**config.mk**
```make
export PLATFORM = sky130hd
export DESIGN_NAME = fetch_unit
export DESIGN_NICKNAME = d
export VERILOG_FILES = /design/src/rtl/types_pkg.sv /design/src/rtl/fetch_queue.sv /design/src/rtl/fetch_unit.sv
export SDC_FILE = /design/constraint.sdc
export NUM_CORES = 1
export LEC_CHECK = 0
export ABC_AREA = 1
export ABC_CLOCK_PERIOD_IN_PS = 8900
export BUFFER_PORTS_ARGS = -buffer_cell sky130_fd_sc_hd__buf_2
export CAP_MARGIN = 40
export CORE_MARGIN = 3
export CORE_UTILIZATION = 47
export DETAILED_ROUTE_END_ITERATION = 12
export PLACE_DENSITY = 0.77
export SETUP_SLACK_MARGIN = 0.05
export SYNTH_ARGS = -nofsm -noshare
export SYNTH_HDL_FRONTEND = slang
export SYNTH_SLANG_ARGS = --single-unit
```
**constraint.sdc**
```tcl
create_clock -name clk -period 8.9 [get_ports clk]
set_clock_uncertainty 0.2 [all_clocks]
set_input_delay 1.78 -clock clk [delete_from_list [all_inputs] [get_ports clk]]
set_output_delay 1.78 -clock clk [all_outputs]
set_load 0.005 [all_outputs]
```
**src/rtl/types_pkg.sv**
```systemverilog
// Shared types and constants for the fetch stage: the queued {pc, instr} pair
// and the queue depth the fetch unit is built around.
package types_pkg;

  localparam logic [31:0] DEFAULT_RESET_PC = 32'h0000_0000;
  localparam int          FETCH_QDEPTH     = 2;

  typedef struct packed {
    logic [31:0] pc;
    logic [31:0] instr;
  } fetch_data;

endpackage

```
**src/rtl/fetch_queue.sv**
```systemverilog
// Two-entry FIFO of fetched {pc, instr} pairs with push, pop and a flush that
// empties it in one cycle; the head is always visible on o_head.
module fetch_queue
  import types_pkg::*;
(
  input  logic      clk,
  input  logic      reset,
  input  logic      i_push,
  input  fetch_data i_pushData,
  input  logic      i_pop,
  input  logic      i_flush,
  output fetch_data o_head,
  output logic [1:0] o_count
);

  fetch_data  r_mem [FETCH_QDEPTH];
  logic       r_wrPtr;
  logic       r_rdPtr;
  logic [1:0] r_count;

  // Entries are cleared on reset so the head reads as zero while held in reset.
  always_ff @(posedge clk or posedge reset) begin
    if (reset) begin
      r_mem[0] <= '0;
      r_mem[1] <= '0;
      r_wrPtr  <= 1'b0;
      r_rdPtr  <= 1'b0;
      r_count  <= 2'd0;
    end else if (i_flush) begin
      r_wrPtr <= 1'b0;
      r_rdPtr <= 1'b0;
      r_count <= 2'd0;
    end else begin
      if (i_push) begin
        r_mem[r_wrPtr] <= i_pushData;
        r_wrPtr        <= ~r_wrPtr;
      end
      if (i_pop) begin
        r_rdPtr <= ~r_rdPtr;
      end
      r_count <= r_count + {1'b0, i_push} - {1'b0, i_pop};
    end
  end

  assign o_head  = r_mem[r_rdPtr];
  assign o_count = r_count;

  a_noOverflow : assert property (@(posedge clk) disable iff (reset)
    !(i_push && !i_pop && !i_flush && r_count == 2'd2));

  a_noUnderflow : assert property (@(posedge clk) disable iff (reset)
    !(i_pop && !i_flush && r_count == 2'd0));

endmodule

```
**src/rtl/fetch_unit.sv**
```systemverilog
// Instruction fetch front end: issues sequential reads to a one-cycle memory,
// queues the returned words and hands them to decode with valid/ready.
module fetch_unit
  import types_pkg::*;
#(
  parameter logic [31:0] RESET_PC = DEFAULT_RESET_PC,
  parameter int          QDEPTH   = FETCH_QDEPTH
)
(
  input  logic        clk,
  input  logic        reset,
  output logic        imem_req,
  output logic [31:0] imem_addr,
  input  logic [31:0] imem_rdata,
  input  logic        redirect_valid,
  input  logic [31:0] redirect_pc,
  output logic        valid_out,
  input  logic        ready_out,
  output logic [31:0] instr,
  output logic [31:0] pc_out
);

  logic [31:0] r_pc;
  logic [31:0] r_inflightPc;
  logic        r_inflight;

  logic [1:0]  w_count;
  fetch_data   w_head;
  fetch_data   w_pushData;
  logic        w_pop;
  logic        w_push;
  logic [2:0]  w_occupancy;

  assign valid_out = (w_count != 2'd0) && !redirect_valid;
  assign w_pop     = valid_out && ready_out;
  assign w_push    = r_inflight && !redirect_valid;

  // Queued plus in-flight words, less what leaves this cycle, must stay below
  // the queue depth so every response has a slot to land in.
  assign w_occupancy = {1'b0, w_count} + {2'b00, r_inflight} - {2'b00, w_pop};
  assign imem_req    = !reset && !redirect_valid && (w_occupancy < 3'(QDEPTH));
  assign imem_addr   = r_pc;

  assign w_pushData.pc    = r_inflightPc;
  assign w_pushData.instr = imem_rdata;

  always_ff @(posedge clk or posedge reset) begin
    if (reset) begin
      r_pc         <= RESET_PC;
      r_inflight   <= 1'b0;
      r_inflightPc <= 32'd0;
    end else if (redirect_valid) begin
      r_pc       <= redirect_pc;
      r_inflight <= 1'b0;
    end else if (imem_req) begin
      r_pc         <= r_pc + 32'd4;
      r_inflight   <= 1'b1;
      r_inflightPc <= r_pc;
    end else begin
      r_inflight <= 1'b0;
    end
  end

  fetch_queue u_queue (
    .clk        (clk),
    .reset      (reset),
    .i_push     (w_push),
    .i_pushData (w_pushData),
    .i_pop      (w_pop),
    .i_flush    (redirect_valid),
    .o_head     (w_head),
    .o_count    (w_count)
  );

  assign instr  = w_head.instr;
  assign pc_out = w_head.pc;

endmodule

```
Word-level counts from Yosys, hierarchy flattened
Index checks and enable logic that the tools add are counted.
{ "word_totals": {"reg_bits": 197, "output_inout_bits": 98, "wordCells": 53} }
{ "classes": {"add_sub_neg": 5, "magnitude_cmp": 4, "muxes": 15, "bitwise": 5, "reduce_logical": 14} }
{ "op_table": {"columns": ["op", "count"], "rows": [
  ["2-to-1 mux 64 bit", 4],
  ["bitwise mux 128 bit", 1],
  ["demux 64 bit (select 1 bit)", 1],
  ["2-to-1 mux 32 bit", 2],
  ["adder 32 x 3 -> 32 bit (second input constant)", 1],
  ["nonzero test 2 bit", 4],
  ["logical AND 1 bit", 6],
  ["2-to-1 mux 1 bit", 6],
  [">= comparator 2 bit (second input constant)", 2],
  ["NOT 1 -> 2 bit", 2],
  ["AND reduction 2 bit", 2],
  ["adder 2 x 1 -> 3 bit", 1],
  ["< comparator 3 x 2 -> 1 bit (second input constant)", 1],
  ["NOT 1 bit", 3],
  ["subtractor 3 x 1 -> 3 bit", 1],
  ["adder 2 x 1 -> 2 bit", 1],
  ["logical NOT 1 bit", 2],
  ["< comparator 2 x 1 -> 1 bit (second input constant)", 1],
  ["2-to-1 mux 2 bit", 1],
  ["subtractor 2 x 1 -> 2 bit", 1]
]} }

Logic depth before layout (Yosys ltp)
Gate-level depths: netlist of run 1.
{ "depth": {"depth_word": 8, "ltp_mapped": 18, "ltp_nobuf": 16} }

By module
Synthesis of run 1 repeated with hierarchy kept, for this count alone.
{ "hier_totals": {"hier_cells": 1089, "area_unflattened_um2": 10043.4} }
{ "by_module_without_submodules": {"columns": ["module", "n_inst", "cells_each", "area_each_um2"], "rows": [
  ["fetch_queue", 1, 574, 6292.3],
  ["fetch_unit", 1, 515, 3751.1]
]} }

Worst setup path after synthesis of run 1
No wires, ideal clock.
{ "synth_path": {"path_kind": "in2out", "startpoint": "input reset", "endpoint": "output imem_req", "t_arrival_ns": 6.583, "required_time_ns": 6.920, "slack_ns": 0.337, "cell_stages": 6, "n_path_buf": 1, "cell_sequence": "inv_1 -> nand2_1 -> nor2_1 -> nand2_1 -> inv_1 -> buf_2"} }
{ "synth_via": {"elab_chain_len": 3} }
{ "synth_rtl": {"columns": ["element", "line_no", "source"], "rows": [
  ["start: declaration", "fetch_unit.sv:11", "input logic reset,"],
  ["logical NOT 1 bit (no line)", null, null],
  ["logical AND 1 bit (2 in a row)", "fetch_unit.sv:41", "assign imem_req = !reset && !redirect_valid && (w_occupancy < 3'(QDEPTH));"],
  ["end: declaration", "fetch_unit.sv:12", "output logic imem_req,"]
]} }
No other way between the ends.

Worst setup path after layout of run 1
{ "layout_path": {"startpoint": "input redirect_valid", "endpoint": "output imem_req"} }
{ "layout_via": {"elab_chain_len": 6} }
{ "layout_rtl": {"columns": ["element", "line_no", "source"], "rows": [
  ["start: declaration", "fetch_unit.sv:15", "input logic redirect_valid,"],
  ["logical NOT 1 bit (*)", "fetch_unit.sv:34, fetch_unit.sv:41", null],
  ["logical AND 1 bit", "fetch_unit.sv:34", "assign valid_out = (w_count != 2'd0) && !redirect_valid;"],
  ["logical AND 1 bit", "fetch_unit.sv:35", "assign w_pop = valid_out && ready_out;"],
  ["subtractor 3 x 1 -> 3 bit", "fetch_unit.sv:40", "assign w_occupancy = {1'b0, w_count} + {2'b00, r_inflight} - {2'b00, w_pop};"],
  ["< comparator 3 x 2 -> 1 bit", "fetch_unit.sv:41", null],
  ["logical AND 1 bit (*)", "fetch_unit.sv:41", null]
]} }
Every way passes the cells marked *; elsewhere a longest branch is shown, timed or not.

==> results of run 1 <==
worst max-delay path, stage by stage:
cell	delay, ns
buf_2	0.07
buf_4	0.35
a21oi_1	0.11
nand2_1	0.12
inv_1	0.07
ha_1	0.27
inv_1	0.05
nand2_1	0.05
fa_1	0.48
nand2_1	0.06
nor2_1	0.14
nand2_2	0.06
inv_1	0.05
buf_4	0.25
buf_2	0.16
layer usage:
metal	track usage [%]	vias to the layer above
li1	-	3738
met2	31.4	218
met1	29.3	3472
met3	3.54	21
met5	0	-
met4	5.55	0
cells by family after synthesis:
family,after synthesis,share of synthesized area (%)
AOI/OAI and AO/OA,184,10.0
xor gates and xnor gates,4,0.378
adders and majority gates,5,0.756
buffers and inverters,187,8.70
DFF,197,53.2
muxes,64,7.78
and+or+nand+nor,443,19.1
per-stage QoR:
step,util [%],hold slack [ns],cells
floorplan,-,0.248,1084
global placement,53.7,0.259,1465
detailed placement,53.8,0.267,1466
CTS,56.9,0.285,1498
global route,56.9,0.306,1498
finish,56.9,0.279,1498
sequential cells by signal, summed over array words and instances (netlist names):
signal,cells
r_inflight,1
imem_addr,32
u_queue.r_mem,128
u_queue.r_wrPtr,1
r_inflightPc,32
u_queue.r_rdPtr,1
u_queue.o_count,2
cell usage after synthesis (all sizes together):
cell type | instances | share of area, %
nand2 | 304 | 12
dfrtp | 197 | 53
o21ai | 166 | 9.0
inv | 135 | 5.5
nor2 | 71 | 3.0
mux2 | 64 | 7.8
nand3 | 64 | 3.5
buf | 41 | 2.8
a21oi | 14 | 0.76
clkbuf | 11 | 0.45
ha | 4 | 0.54
o211ai | 4 | 0.32
xor2 | 3 | 0.28
or2 | 2 | 0.14
and2 | 1 | 0.068
fa | 1 | 0.22
nand3b | 1 | 0.081
xnor2 | 1 | 0.095
worst paths after layout:
path | end | slack (ns) | cells past startpoint | from
max in group asynchronous | r_inflightPc[27]$_DFFE_PP0P_ | 6.06 | 3 | reset
max reg2reg | imem_addr[18]$_DFFE_PP0P_ | 5.19 | 16 | u_queue.o_count[1]$_DFF_PP0_
min reg2reg | u_queue.r_mem[110]$_DFFE_PP0P_ | 0.28 | 2 | u_queue.r_mem[110]$_DFFE_PP0P_
max | imem_req | 2.81 | 15 | redirect_valid
min in group asynchronous | u_queue.r_mem[77]$_DFFE_PP0P_ | 1.24 | 2 | reset
min | u_queue.r_mem[110]$_DFFE_PP0P_ | 0.28 | 2 | u_queue.r_mem[110]$_DFFE_PP0P_
final cells by class:
| cell class | instances | area, µm² | area share [%] |
|---|---|---|---|
| clock buffer | 17 | 425 | 3.93 |
| clock inverter | 15 | 164 | 1.51 |
| inverter | 135 | 514 | 4.75 |
| multi-input combinational | 700 | 3550 | 32.8 |
| sequential | 197 | 4930 | 45.6 |
| tap | 260 | 325 | 3.01 |
| timing repair buffer | 174 | 913 | 8.44 |
power by group:
group	total [mW]	switching, mW	internal, mW	leakage [nW]
clock network	0.777	0.355	0.422	0.292
logic	0.958	0.507	0.451	2.85
registers	1.44	0.203	1.24	2.48
==> results.cfg, run 1 <==
[sta]
setup_ws_ns = 2.81
period_needed_ns = 6.09
fin_tns_setup_ns = 0
clock.fmax_mhz = 164
timing.final.crit_share_pct = 68.5
slew_headroom_pct = 47.6
slew_violations = 0
hold_viol = 0
tightest_slew_ns = 0.786
finalSetupViolations = 0
rsz0062_at_grt = no

[finish]
layout_commonest_cell = nand2_1
area_delta_synth_final_pct = 16.8
mostFrequentLayoutCells = 301 x nand2_1, 196 x dfrtp_1, 165 x buf_2
fillers = 1785
drive_gt1_share_pct = 22.9
diodes = 0
final_cell_area_um2 = 10800
nets = 1298

[power]
power.total_mw = 3.18
p_leak_nw = 5.62
ir_worst_vdd_mv = 0.149
power_density_nw_per_um2 = 294

[routing]
dr_wl_met2_um = 9750
met1_length_um = 10100
dr.pass1.iters = 4
routed.top_layer = met4
ant_nets = 0
first_iter_violations = 448
routed_wl_um = 21200
wl_met3_um = 1020
drt-vias-per-instance = 4.97
drc_errors = 0
wl_per_cell_um = 14.1
vias = 7449

[clock_tree]
cts_setup_buffers = 0
clk_pin_slew_ns = 0.07
holdBufCountCts = 0
ctsHtreeMaxLevel = 4
ctsLongestPathBuffers = 2
clkSinkCount = 197
cts_resized = 0
cts_made_buffers = 17
cts_tree = built
clkLatencyLatePin_ns = 0.43
cts_root_buffer = clkbuf_16

[worst_setup_path]
cp.required_ns = 6.92
worstSetupEndpointType = output pin
worstSetupPathType = in2out
start_kind = input pin
path_max_fanout = 41
worst-endpoint-arrival_ns = 4.11

[synthesis]
synthesis.nets = 1157
ys_ff_latch = 197
syn-instance-count = 1084
yosys_warnings = 0
yosysUniqueCellTypes = 27
syn_avg_cell_area_um2 = 8.55
synth_seq_area_share_pct = 53.2
syn_area_um2 = 9270

[place]
post-dp-hpwl_um = 14500
gp_congestion = 0.877
placed_area_um2 = 10200
dp_slack_ns = 2.83
io_buffers = 165

[global_routing]
grt_pass1_vias = 7009
grt_max_degree = 89
grt-ovfl-total = 0
grt_usage_pct = 20.2
grt_pass1_wl_um = 35500
grt_antenna_before_repair = 0

[floorplanning]
initial_core_util_pct = 48.7
fp.dieArea_um2 = 21400
rows = 50
die_w_um = 146
io_pins = 166
design.core.area_um2 = 19000
die_y_um = 146

[flow_run]
maxCapViolations = 0

[run_status]
status = completed

[hold_path]
worstHoldPathType = reg2reg
No activity file was read; power rests on OpenSTA's default activity.
==> inputs of run 2 (changes only) <==
- ABC_AREA: 1 -> 0
- ABC_CLOCK_PERIOD_IN_PS: 8900 -> 6220
- clock period: 8.9 -> 6.22 ns (I/O delays scaled with it)
==> run 2 against run 1 <==
Sequential share of layout area increased by 0.69 points. Via count decreased by 14%. Register-to-register slack got worse by 3.0 ns. Critical endpoint unchanged.
==> results.cfg, run 2 <==
[routing]
ant_nets = 0
vias = 6401
first_iter_violations = 422
routed_wl_um = 20600
dr.pass1.iters = 5
drt-vias-per-instance = 5.66
drc_errors = 0
wl_per_cell_um = 18.3

[clock_tree]
clkLatencyLatePin_ns = 0.43
cts_setup_buffers = 0
clk_pin_slew_ns = 0.08
clkSinkCount = 197
cts_root_buffer = clkbuf_16
ctsHtreeMaxLevel = 4
holdBufCountCts = 0
ctsLongestPathBuffers = 2
cts_tree = built
cts_made_buffers = 17
cts_resized = 0

[place]
io_buffers = 165
dpl.cell_count = 1098
post-dp-hpwl_um = 14200
gp_congestion = 0.889

[worst_setup_path]
path_max_fanout = 6
start_kind = input pin
worstSetupPathType = in2out
worst-endpoint-arrival_ns = 3.64
worstSetupEndpointType = output pin
cp.required_ns = 4.78

[sta]
slew_violations = 0
timing.final.crit_share_pct = 81.7
clock.fmax_mhz = 197
hold_viol = 0
tightest_slew_ns = 0.841
finalSetupViolations = 0
fin_tns_setup_ns = 0
slew_headroom_pct = 43.9
period_needed_ns = 5.08
rsz0062_at_grt = no

[floorplanning]
io_pins = 166
die_w_um = 144
initial_core_util_pct = 48.9
design.core.area_um2 = 18400
rows = 49
die_y_um = 144
fp.dieArea_um2 = 20800

[synthesis]
synthesis.nets = 802
syn_avg_cell_area_um2 = 12.3
ys_ff_latch = 197
yosys-top-cells-count = 197 x dfrtp_1, 194 x mux2_2, 111 x nand2_1
synth_area_leaders = dfrtp_1 55%, mux2_2 24%, nand2_1 4.6%
syn_area_um2 = 8990
synth_top_area_share_pct = 54.9
synthArstFlopShare_pct = 100
yosysMostFrequentCell = dfrtp_1
synth_seq_area_share_pct = 54.9
synth_edf_count = 0
yosys_warnings = 0
synth_top_area_cell = dfrtp_1
synth_ff_type = dfrtp_1
yosysUniqueCellTypes = 54
syn-instance-count = 729

[global_routing]
grt_usage_pct = 20.3
grt_max_degree = 68
grt_pass1_vias = 6427
grt-ovfl-total = 0
grt_pass1_wl_um = 33600
grt_antenna_before_repair = 0

[run_status]
status = completed

[finish]
largest_register_ff_count = 128
mostFrequentLayoutCells = 196 x dfrtp_1, 194 x mux2_2, 166 x buf_2
diodes = 0
final_cells = 1130
layout_commonest_cell = dfrtp_1
fillers = 1510
drive_gt1_share_pct = 46.8
nets = 961
area_delta_synth_final_pct = 18.6
regMostFlops = u_queue.r_mem

[power]
ir_worst_vdd_mv = 0.224
p_leak_nw = 5.08
power_density_nw_per_um2 = 416

[flow_run]
maxCapViolations = 0

[hold_path]
worstHoldPathType = reg2reg
==> run 2: metal layers <==
layer  part of all wire, %  wire, µm  vias to the layer above  global-route usage, %
li1                      -         -                     2958                      -
met1                    45      9320                     3187                   28.8
met2                    46      9580                      237                   31.6
met3                   7.4      1530                       19                   5.46
met4                   1.1       218                        0                   4.66
met5                     0         0                        -                      0
==> run 2: cell type report <==
class,instances,area (µm²),share of cell area [%]
Inverter,16,63.8,0.599
Timing Repair Buffer,178,966,9.06
Clock buffer,18,429,4.03
Clock inverter,14,131,1.23
Sequential cell,197,4930,46.3
Tap cell,229,287,2.69
Multi-Input combinational cell,478,3850,36.1
==> run 2: report_power, final <==
group	internal (mW)	switching, mW	leakage (nW)
combinational	0.756	0.547	2.32
clock	0.535	0.519	0.280
sequential	1.78	0.304	2.48
==> run 2: worst max-delay path: stages <==
cell	delay, ns
buf_2	0.12
nor2_1	0.15
and2_1	0.21
ha_1	0.24
nand2b_1	0.15
fa_1	0.52
nor3b_1	0.62
nand2_2	0.14
inv_1	0.11
buf_2	0.12
==> run 2: through the flow <==
step                power [mW]  utilization [%]  setup slack, ns  hold WS (ns)  area (µm²)
floorplan                 2.89                -             1.01         0.258        8990
global placement          3.35             54.5             1.21         0.281       10000
detailed placement        3.42             54.9             1.18         0.278       10100
CTS                       4.49             58.0             1.17         0.300       10700
global route              4.75             58.0            0.989         0.318       10700
finish                    4.44             58.0             1.14         0.299       10700
==> run 2: worst paths after layout <==
kind	slack [ns]	cells past startpoint	endpoint	start
setup reg to reg	2.18	10	imem_addr[6]$_DFFE_PP0P_	u_queue.o_count[1]$_DFF_PP0_
max in group asynchronous	3.83	3	imem_addr[4]$_DFFE_PP0P_	reset
hold reg to reg	0.30	2	r_inflightPc[26]$_DFFE_PP0P_	r_inflightPc[26]$_DFFE_PP0P_
min in group asynchronous	0.74	2	u_queue.r_rdPtr$_DFFE_PP0P_	reset
setup / recovery	1.14	10	imem_req	redirect_valid
hold / removal	0.30	2	r_inflightPc[26]$_DFFE_PP0P_	r_inflightPc[26]$_DFFE_PP0P_
==> run 2: cell families after synthesis <==
group | after synthesis | synth area share, %
buffers and inverters | 54 | 2.52
DFF | 197 | 54.9
adders and majority gates | 5 | 0.780
and+or+nand+nor | 206 | 11.2
xor gates and xnor gates | 6 | 0.585
AOI/OAI and AO/OA | 66 | 5.67
muxes | 195 | 24.4
==> inputs of run 3 (changes only) <==
- ABC_CLOCK_PERIOD_IN_PS: 6220 -> 4300
- PLACE_DENSITY: 0.77 -> 0.8
- clock period: 6.22 -> 4.3 ns (I/O delays scaled with it)
==> run 3 against run 2 <==
Non-clock buffer count increased by 4. Critical path depth did not move. Total power rose by 47%. Routed wire length is 1.1% higher. First-iteration DRC count down 16%. Flip-flop and latch count did not move. Sequential power up 45%. Critical endpoint unchanged. Largest cell class unchanged. Largest power group unchanged. Highest routed layer unchanged.
==> results.cfg, run 3 (synthesis results as in run 2) <==
[finish]
diodes = 0
area_delta_synth_final_pct = 20.2
mostFrequentLayoutCells = 196 x dfrtp_1, 194 x mux2_2, 165 x buf_2
regMostFlops = u_queue.r_mem
drive_gt1_share_pct = 47.3
largest_register_ff_count = 128
layout_commonest_cell = dfrtp_1
final_util_pct = 58.7
nets = 965

[sta]
fin_tns_setup_ns = 0
hold-worst-slack_ns = 0.243
hold_viol = 0
slew_violations = 0
clock.fmax_mhz = 261
finalSetupViolations = 0
slew_headroom_pct = 45.4
period_needed_ns = 3.83
timing.final.crit_share_pct = 89.0
rsz0062_at_grt = no
tightest_slew_ns = 0.812

[global_routing]
grt-ovfl-total = 0
grt_antenna_before_repair = 0
grt_max_degree = 99
grt_usage_pct = 20.4
grt_pass1_wl_um = 33900
grt_pass1_vias = 6601

[routing]
wl_per_cell_um = 18.4
drc_errors = 0
first_iter_violations = 354
drt-vias-per-instance = 5.71
vias = 6477
ant_nets = 0
routed_wl_um = 20900
dr.pass1.iters = 5

[place]
io_buffers = 165
post-dp-hpwl_um = 14300
gp_congestion = 0.896

[power]
ir_worst_vdd_mv = 0.333
power_density_nw_per_um2 = 605
p_leak_nw = 5.13

[clock_tree]
holdBufCountCts = 0
cts_tree = built
clk_pin_slew_ns = 0.08
cts_setup_buffers = 0
clkSinkCount = 197
cts_resized = 0
ctsLongestPathBuffers = 2
ctsHtreeMaxLevel = 4
cts_root_buffer = clkbuf_16
cts_made_buffers = 17
clkLatencyLatePin_ns = 0.42

[floorplanning]
rows = 49
design.core.area_um2 = 18400
fp.dieArea_um2 = 20800
initial_core_util_pct = 48.9
die_y_um = 144
die_w_um = 144
io_pins = 166

[worst_setup_path]
r2r_slack_ns = 0.82
timing.rr.end = imem_addr[8]$_DFFE_PP0P_
reg2reg_depth = 11
cp.required_ns = 3.24
worstSetupEndpointType = output pin
worst-endpoint-arrival_ns = 2.77
worstSetupPathType = in2out
path_max_fanout = 3
start_kind = input pin
timing.rr.start = u_queue.o_count[1]$_DFF_PP0_

[flow_run]
maxCapViolations = 0

[run_status]
status = completed

[hold_path]
worstHoldPathType = in2async
==> run 3: final cells by class <==
| type | count | area, µm² |
|---|---|---|
| Fill cell | 1496 | 7590 |
| Inverter | 16 | 63.8 |
| Timing Repair Buffer | 182 | 1060 |
| Clock buffer | 18 | 439 |
| Sequential cell | 197 | 4930 |
| Clock inverter | 14 | 163 |
| Tap cell | 229 | 287 |
| Multi-Input combinational cell | 478 | 3860 |
==> run 3: per-layer routing <==
layer  vias up  routed length, µm  track usage [%]
met5         -                  0                0
met2       263               9740             32.3
met4         0                337             6.09
met1      3225               9070             28.1
met3        20               1730             5.22
li1       2969                  -                -
==> run 3: worst max-delay path by stage <==
stage | endpoint | slack [ns] | cells past startpoint | from
global placement | imem_addr[8]$_DFFE_PP0P_ | 0.47 | 11 | redirect_valid
CTS | imem_req | 0.44 | 10 | u_queue.o_count[1]$_DFF_PP0_
floorplan | imem_req | 0.06 | 11 | redirect_valid
finish | imem_req | 0.47 | 10 | redirect_valid
global route | imem_req | 0.28 | 10 | u_queue.o_count[1]$_DFF_PP0_
detailed placement | imem_addr[8]$_DFFE_PP0P_ | 0.39 | 10 | redirect_valid
==> run 3: report_power, final <==
group | leakage [nW] | internal [mW] | switching (mW)
sequential | 2.48 | 2.57 | 0.449
combinational | 2.36 | 1.11 | 0.795
clock | 0.294 | 0.848 | 0.753
total | 5.13 | 4.53 | 2.00
==> run 3: worst max-delay path, cell delays in order <==
cell and delay (ns):
buf_2 0.13, nor2_1 0.14, and2_1 0.21, ha_1 0.24
nand2b_1 0.15, fa_1 0.52, nor3b_2 0.23, nand2_2 0.09
inv_1 0.09, buf_2 0.12
==> run 3: stage by stage <==
stage	worst slack [ns]	total power, mW	cell area (µm²)	cells
after floorplan	0.0598	4.18	8990	729
after global placement	0.465	4.88	10100	1100
after detailed placement	0.390	4.98	10200	1102
after CTS	0.437	6.60	10800	1134
after global routing	0.277	6.96	10800	1134
final	0.474	6.53	10800	1134
